`config.mk`:
```
export PLATFORM = sky130hd
export DESIGN_NAME = av_wr_responder
export DESIGN_NICKNAME = d
export VERILOG_FILES = /design/src/rtl/av_wr_responder.sv
export SDC_FILE = /design/constraint.sdc
export NUM_CORES = 1
export LEC_CHECK = 0
export CAP_MARGIN = 20
export CORE_ASPECT_RATIO = 1.5
export CORE_MARGIN = 1
export CORE_UTILIZATION = 56
export DETAILED_ROUTE_END_ITERATION = 10
export PLACE_DENSITY = 0.9
export RECOVER_POWER = 50
export SYNTH_ARGS = -nofsm -noshare
export SYNTH_HDL_FRONTEND = slang
export SYNTH_SLANG_ARGS = --single-unit
```
`constraint.sdc`:
```
create_clock -name sysclk -period 4.16 [get_ports sysclk]
set_input_delay 0.832 -clock sysclk [delete_from_list [all_inputs] [get_ports sysclk]]
set_output_delay 0.832 -clock sysclk [all_outputs]
set_load 0.01 [all_outputs]
```
`src/rtl/av_wr_responder.sv`:
```
`default_nettype none
// ============================================================================
// Module      : av_wr_responder
// Description : Avalon-MM write slave that decodes an address window and
//               queues {addr[3:0], data} entries into a FIFO for a consumer.
//               Optional drop counter: define AV_WR_RESPONDER_DROP_CNT_EN.
// Revision    : 1.0 - initial release
// ============================================================================
module av_wr_responder #(
    parameter int unsigned DEPTH     = 8,
    parameter logic [15:0] BASE_ADDR = 16'h0000,
    parameter logic [15:0] ADDR_MASK = 16'hFFF0
) (
    input  logic        sysclk,
    input  logic        sysreset,
    input  logic [15:0] av_address,
    input  logic        av_write,
    input  logic [15:0] av_writedata,
    output logic        av_waitrequest,
    output logic [3:0]  out_addr,
    output logic [15:0] out_data,
    output logic        out_valid,
    input  logic        out_ready,
    output logic [6:0]  level,
    output logic [7:0]  drop_count
);

    localparam int unsigned          c_ptr_w     = $clog2(DEPTH);
    localparam logic [c_ptr_w-1:0]   c_ptr_one   = 1;
    localparam logic [6:0]           c_depth_lvl = 7'(DEPTH);

    logic [c_ptr_w-1:0] wr_ptr_q, wr_ptr_d;
    logic [c_ptr_w-1:0] rd_ptr_q, rd_ptr_d;
    logic [6:0]         level_q, level_d;
    logic               full_q, full_d;
    logic               valid_q, valid_d;
    logic [19:0]        mem_q [DEPTH];

    logic               w_hit;
    logic               w_push;
    logic               w_pop;
    logic [19:0]        w_head;

    assign w_hit  = (av_address & ADDR_MASK) == (BASE_ADDR & ADDR_MASK);
    // Stall and push use only registered fullness, so a pop never frees a
    // slot in the same cycle and out_ready cannot reach waitrequest.
    assign w_push = av_write && w_hit && !full_q;
    assign w_pop  = valid_q && out_ready;

    assign av_waitrequest = av_write && w_hit && full_q;

    always_comb begin
        wr_ptr_d = wr_ptr_q;
        rd_ptr_d = rd_ptr_q;
        level_d  = level_q;
        if (w_push) begin
            wr_ptr_d = wr_ptr_q + c_ptr_one;
        end
        if (w_pop) begin
            rd_ptr_d = rd_ptr_q + c_ptr_one;
        end
        case ({w_push, w_pop})
            2'b10:   level_d = level_q + 7'd1;
            2'b01:   level_d = level_q - 7'd1;
            default: level_d = level_q;
        endcase
        full_d  = (level_d == c_depth_lvl);
        valid_d = (level_d != 7'd0);
    end

    always_ff @(posedge sysclk or posedge sysreset) begin
        if (sysreset) begin
            wr_ptr_q <= '0;
            rd_ptr_q <= '0;
            level_q  <= 7'd0;
            full_q   <= 1'b0;
            valid_q  <= 1'b0;
        end else begin
            wr_ptr_q <= wr_ptr_d;
            rd_ptr_q <= rd_ptr_d;
            level_q  <= level_d;
            full_q   <= full_d;
            valid_q  <= valid_d;
        end
    end

    always_ff @(posedge sysclk) begin
        if (w_push) begin
            mem_q[wr_ptr_q] <= {av_address[3:0], av_writedata};
        end
    end

    assign w_head    = mem_q[rd_ptr_q];
    assign out_addr  = w_head[19:16];
    assign out_data  = w_head[15:0];
    assign out_valid = valid_q;
    assign level     = level_q;

`ifdef AV_WR_RESPONDER_DROP_CNT_EN
    logic       w_miss;
    logic [7:0] drop_q, drop_d;

    assign w_miss = av_write && !w_hit;

    // Saturating count of writes accepted and discarded by the decode.
    always_comb begin
        drop_d = drop_q;
        if (w_miss && (drop_q != 8'hFF)) begin
            drop_d = drop_q + 8'd1;
        end
    end

    always_ff @(posedge sysclk or posedge sysreset) begin
        if (sysreset) begin
            drop_q <= 8'h00;
        end else begin
            drop_q <= drop_d;
        end
    end

    assign drop_count = drop_q;
`else
    assign drop_count = 8'h00;
`endif

endmodule
`default_nettype wire
```
==> run_results.csv <==
group,metric,value,unit
synthesis,syn-mean-instance-area,19.67,µm²
grt,overflow,0,
grt,grt_max_degree,33,
routing,initialDrtViolationCount,238,
routing,drt_first_pass_iters,4,
power,combinationalPowerShare,0.299,
layout,final_cell_area,8602,µm²
routing,drtAntennaViolNets,0,
synthesis,ys_ff_latch,175,
synthesis,synth_edf_count,160,
hold_path,hold_path_class,"flop to flop",
routing,totalWireLength,13850,µm
critical_path,crit_fanout,4,
clock_network,cts_tree,"done",
timing,period_share,0.8857,
synthesis,yosys_warnings,0,
clock_network,htree_levels,4,
routing,avgViaCountPerCell,5.847,
power,net-switching-power,1.408,mW
timing,skew,0.009102,ns
power,intPower,3.923,mW
timing,finalHoldViolCount,0,
synthesis,synthTopCellsByArea,"edfxtp_1 67%, mux4_2 13%, dfrtp_1 5.3%, mux2_2 3.6%, xnor2_1 0.98%",
synthesis,syn_inst,363,
die,fp.dieH,140.3,µm
timing,worst_slew_pin_slew,0.6111,ns
timing,timing.hold.ws,0.5774,ns
die,initial_core_util,0.5735,
place,place.gp.congestion,0.8396,
die,die_width,94.19,µm
grt,grt_usage,0.2263,
critical_path,cp_data_arrival_time,3.97,ns
synthesis,ys_seq_area_frac,0.7256,
timing,setup_viol,0,
synthesis,synth_commonest_cells,"160 x edfxtp_1, 40 x mux4_2, 23 x mux2_2, 15 x dfrtp_1, 12 x nor2_1",
synthesis,async_flop_share,0.08571,
job,maxCapViolCount,0,
power,power.density,619.8,nW/µm²
place,dp_cells,576,
timing,fmax,271.4,MHz
power,switching_share,0.2642,
clock_network,cts_resized,0,
routing,vias,3561,
timing,tns,0,ns
status,outcome,"finished, final reports clean",
synthesis,netlist.top_cell.by_area,"edfxtp_1",
die,placementRows,50,
place,dp_hpwl,8279,µm
synthesis,ys_types,45,
power,p_leak,2.839,nW
critical_path,end_kind,"flop",
die,core_area,12450,µm²
timing,slew_headroom,0.5921,
die,die-area,13210,µm²
clock_network,clk_pin_slew_worst_paths,0.06,ns
timing,grt_setup_unrepaired,"no",
grt,grt_pass1_wl,20790,µm
place,post_dp_cell_area,7999,µm²
clock_network,cts_made_buffers,17,
synthesis,syn-cell-area,7139,µm²
synthesis,netlist.area_leader.share,0.6730,
grt,antenna_found_initial,1,
power,clkPwrFrac,0.299,
clock_network,ctsLongestPathBuffers,2,
clock_network,post_cts_buffers,0,
clock_network,cts_sinks,175,
die,io_pins,73,
power,vdd_drop_max,436.4,µV
synthesis,post-synth-top-count-cell,"edfxtp_1",
layout,layout.nets,480,
routing,wl_per_cell,22.74,µm
layout,fin_cells,609,
clock_network,postCtsHoldBufs,0,
synthesis,synth_ff_type,"edfxtp_1",
timing,final_max_slew_viol_count,0,
layout,drive_gt1_frac,0.2566,
critical_path,cp.required,4.44,ns
clock_network,root_buffer,"clkbuf_16",
grt,grt_pass1_vias,3756,
layout,area_growth,20.49,%
power,p_seq_frac,0.402,
timing,period_minus_slack,3.685,ns
clock_network,clk_latency,0.41,ns
place,io_buffers,64,
power,total_power,5.331,mW
critical_path,critPathLaunchType,"input port",
critical_path,worstSetupPathType,"input port to flop",
routing,drc,0,
critical path: stages:
cell and delay (ns):
clkdlybuf4s50_1 0.40, nor4b_1 0.34, nand4_1 0.18, nor2_1 0.16, inv_1 0.08, ha_1 0.23, xor2_1 0.17, ha_1 0.22
buf_4 0.15, a211oi_1 0.27, nor2_1 0.08, o211ai_1 0.15, xnor2_1 0.15, nor2_1 0.13, or4b_1 0.43
cells by family after synthesis:
family	Yosys count	share of synthesized area
buffers and inverters	35	0.02839
AOI/OAI and AO/OA	19	0.01788
DFF	175	0.7256
xor gates and xnor gates	12	0.01472
adders and majority gates	5	0.008763
muxes	64	0.1639
other	1	0.0005253
and+or+nand+nor	52	0.04031
routing by layer:
metal / part of all wire / wire (µm) / GRT usage
met1: 0.36 / 5050 / 0.2505
met2: 0.57 / 7854 / 0.4062
met3: 0.052 / 714 / 0.06406
met4: 0.017 / 231 / 0.08259
met5: 0 / 0 / 0
cell usage in the layout (no fill, tap or decap), drive strengths merged, types with 10 or more instances in the layout:
cell type | netlist | routed
nor2 | 12 | 12
clkdlybuf4s50 | 0 | 35
edfxtp | 160 | 160
mux4 | 40 | 40
dlygate4sd3 | 0 | 29
mux2 | 23 | 23
clkbuf | 7 | 21
nand2 | 10 | 10
dfrtp | 15 | 15
buf | 23 | 15
power groups by stage:
stage	clock (mW)	combinational (mW)	sequential [mW]
finish	1.60	1.59	2.14
global route	1.69	1.71	2.15
CTS	1.61	1.64	2.14
detailed placement	0	1.61	2.17
global placement	0	1.57	2.17
floorplan	0	1.12	2.06
sequential cells by signal (all words and copies together), names as in the netlist:
register   cells
out_valid      1
mem_q        160
full_q         1
rd_ptr_q       3
wr_ptr_q       3
level          7
through the flow:
| step | worst slack [ns] | util |
|---|---|---|
| after floorplan | 0.3763 | - |
| after global placement | 0.1895 | 0.6425 |
| after detailed placement | 0.02623 | 0.6425 |
| after CTS | 0.4531 | 0.6911 |
| after global routing | 0.2258 | 0.6908 |
| final | 0.4753 | 0.6910 |
cell type report:
type                    count  area (µm²)
repair buffers             80       782.0
fillers                   781        3847
inverters                   5       18.77
multi-input cells         160        1818
clock buffers              20       436.7
flip-flops and latches    175        5181
diodes                      1       2.502
clock inverters            12       167.7
well taps                 156       195.2
worst paths after layout:
kind | startpoint | end | slack [ns] | depth (start not counted)
worst max-delay path | av_address[11] | out_valid | 0.48 | 15
worst min-delay path | wr_ptr_q[1] | wr_ptr_q[1] | 0.58 | 1
worst max register to register | out_valid | out_valid | 1.44 | 12
worst min register to register | wr_ptr_q[1] | wr_ptr_q[1] | 0.58 | 1
max in group asynchronous | sysreset | rd_ptr_q[0] | 2.78 | 2
min in group asynchronous | sysreset | wr_ptr_q[2] | 0.95 | 2
(Power assumes the default switching activity.)
==> RTL edit (same settings) <==
The parameter `DEPTH` goes from 8 to 16.
--- a/src/rtl/av_wr_responder.sv
+++ b/src/rtl/av_wr_responder.sv
@@ -7,7 +7,7 @@
 // Revision    : 1.0 - initial release
 // ============================================================================
 module av_wr_responder #(
-    parameter int unsigned DEPTH     = 8,
+    parameter int unsigned DEPTH     = 16,
     parameter logic [15:0] BASE_ADDR = 16'h0000,
     parameter logic [15:0] ADDR_MASK = 16'hFFF0
 ) (
Behaviour: not the same (Yosys sat finds a counterexample within 10 cycles, from zero or initial values and one cycle with sysreset high).
==> RTL edit against the unedited design <==
Fmax is 8.3% lower; worst setup slack worse by 0.34 ns; area after synthesis is 88% higher; power is 80% higher; clock power is 73% higher; sequential cell count is 162 higher; cell count is 79% higher; global-route usage is 1.5 points higher; cell area is 81% higher; routed wire length is 100% higher; critical path type is now reg -> out; critical endpoint is now out_data[9]; highest routed layer unchanged.
==> RTL edit: results (changes against the unedited design) <==
Run status
- outcome: complete, no violations

Setup path
- standard cell with the maximum stage delay on the critical path: dfrtp_4
- critical path fanouts, max: 26, +22
- arrival time of data at the critical path endpoint: 3.19 ns, -0.78 ns
- largest stage delay on the critical path: 0.65 ns, +0.22 ns

Drt
- WL met1: 9.72 mm, +92%
- number of optimization iterations in the first detailed-route pass: 5, +1
- routed length on met3: 2.34 mm, +230%
- Detailed Route Iter0 Violations: 765, +220%
- detailed-routed wire length on met2: 14.9 mm, +89%
- DRT Wirelength: 28.4 mm, +100%

Global routing
- Total Routing Usage GR: 24.1%, +1.5 points
- via count of the first global-routing pass: 7,223, +92%
- global-route wire length before repair: 42.6 mm, +100%
- largest net degree at the start of global routing: 36, +9.1%
- grt met3 use: 4.32%, -2.1 points
- met1 capacity usage during global routing: 29.0%, +4.0 points
- GR met2 Demand/Resource: 41.6%, +0.98 points

Power and ir drop
- switching power: 2.67 mW, +90%
- largest voltage drop on the vdd net: 0.545 mV, +25%
- leakage power: 5.02 nW, +77%
- proportion of power drawn by flip-flops and latches: 42.2%, +2.0 points
- part of the total power dissipated in combinational logic: 28.9%, -1.0 points

Final layout
- final net count: 794, +65%
- flip-flop count of the largest register after layout: 320, +100%
- fraction of layout cells with a size suffix above 1: 24.0%, -1.7 points

Timing
- clock tree skew after final layout: 0.0194 ns, +0.0103 ns
- Slew @ Worst Pin: 0.723 ns, +0.112 ns

Synth
- share of synthesized area occupied by flip-flops and latches: 74.7%, +2.1 points
- FFs w/ async S/R, synth: 5.04%, -3.5 points
- Netlist cell types: 44, -2.2%
- leading post-synthesis cells by cell area: edfxtp_1 (72%), mux4_2 (13%), dfrtp_1 (3.2%)
- cell types with the highest counts after synthesis: edfxtp_1 (320), mux4_2 (80), a21oi_1 (25)
- EDFF count, synth: 320, +100%

CTS
- clock latency on the worst-skew pair: 0.55 ns, +0.14 ns
- CTS Buf Count: 28, +11
- Clock Tree Buf Depth: 3, +1
- H-Tree Level Count: 1, -3

Min path
- number of stages on the worst hold path: 2, +1

Place
- hpwl dp: 15.6 mm, +88%
- Post-Place Worst Slack: -0.0578 ns, -0.0841 ns

-- RTL edit: final timing paths --
kind	from	end	slack, ns
min in group asynchronous	sysreset	full_q	0.83
max reg2reg	out_valid	out_valid	1.09
min	wr_ptr_q[0]	wr_ptr_q[3]	0.64
max in group asynchronous	sysreset	rd_ptr_q[0]	2.80
max	rd_ptr_q[0]	out_data[9]	0.14
min reg2reg	wr_ptr_q[0]	wr_ptr_q[3]	0.64
-- RTL edit: worst max-delay path, delay by kind of cell (launching register included) --
kind | cells | cell delay (ns)
muxes | 1 | 0.59
AOI/OAI and AO/OA | 2 | 0.40
DFF | 1 | 0.65
buffers and inverters | 2 | 0.82
and+or+nand+nor | 1 | 0.19
-- RTL edit: cells by family after synthesis --
logic type	share of synthesized area, %
AO/OA/AOI/OAI	3.11
XOR/XNOR	0.847
adder cells (fa/ha/maj)	0.745
buffers and inverters	2.17
flip-flops	74.7
multiplexers	15.1
other	0.0279
AND/OR/NAND/NOR	3.36
-- RTL edit: through the flow --
stage	std cells	setup TNS [ns]	total power, mW
after floorplan	671	0	5.89
after global placement	1039	0	6.78
after detailed placement	1039	-0.0578	6.85
after CTS	1091	0	9.63
after global routing	1091	0	9.93
final	1092	0	9.59
-- RTL edit: area by class of cell --
| cell class | instances | area [µm²] |
|---|---|---|
| timing repair buffer | 97 | 922 |
| sequential | 337 | 10000 |
| tap | 319 | 399 |
| fill | 1449 | 8090 |
| clock buffer | 38 | 779 |
| clock inverter | 14 | 204 |
| inverter | 9 | 33.8 |
| antenna | 1 | 2.50 |
| multi-input combinational | 277 | 3190 |
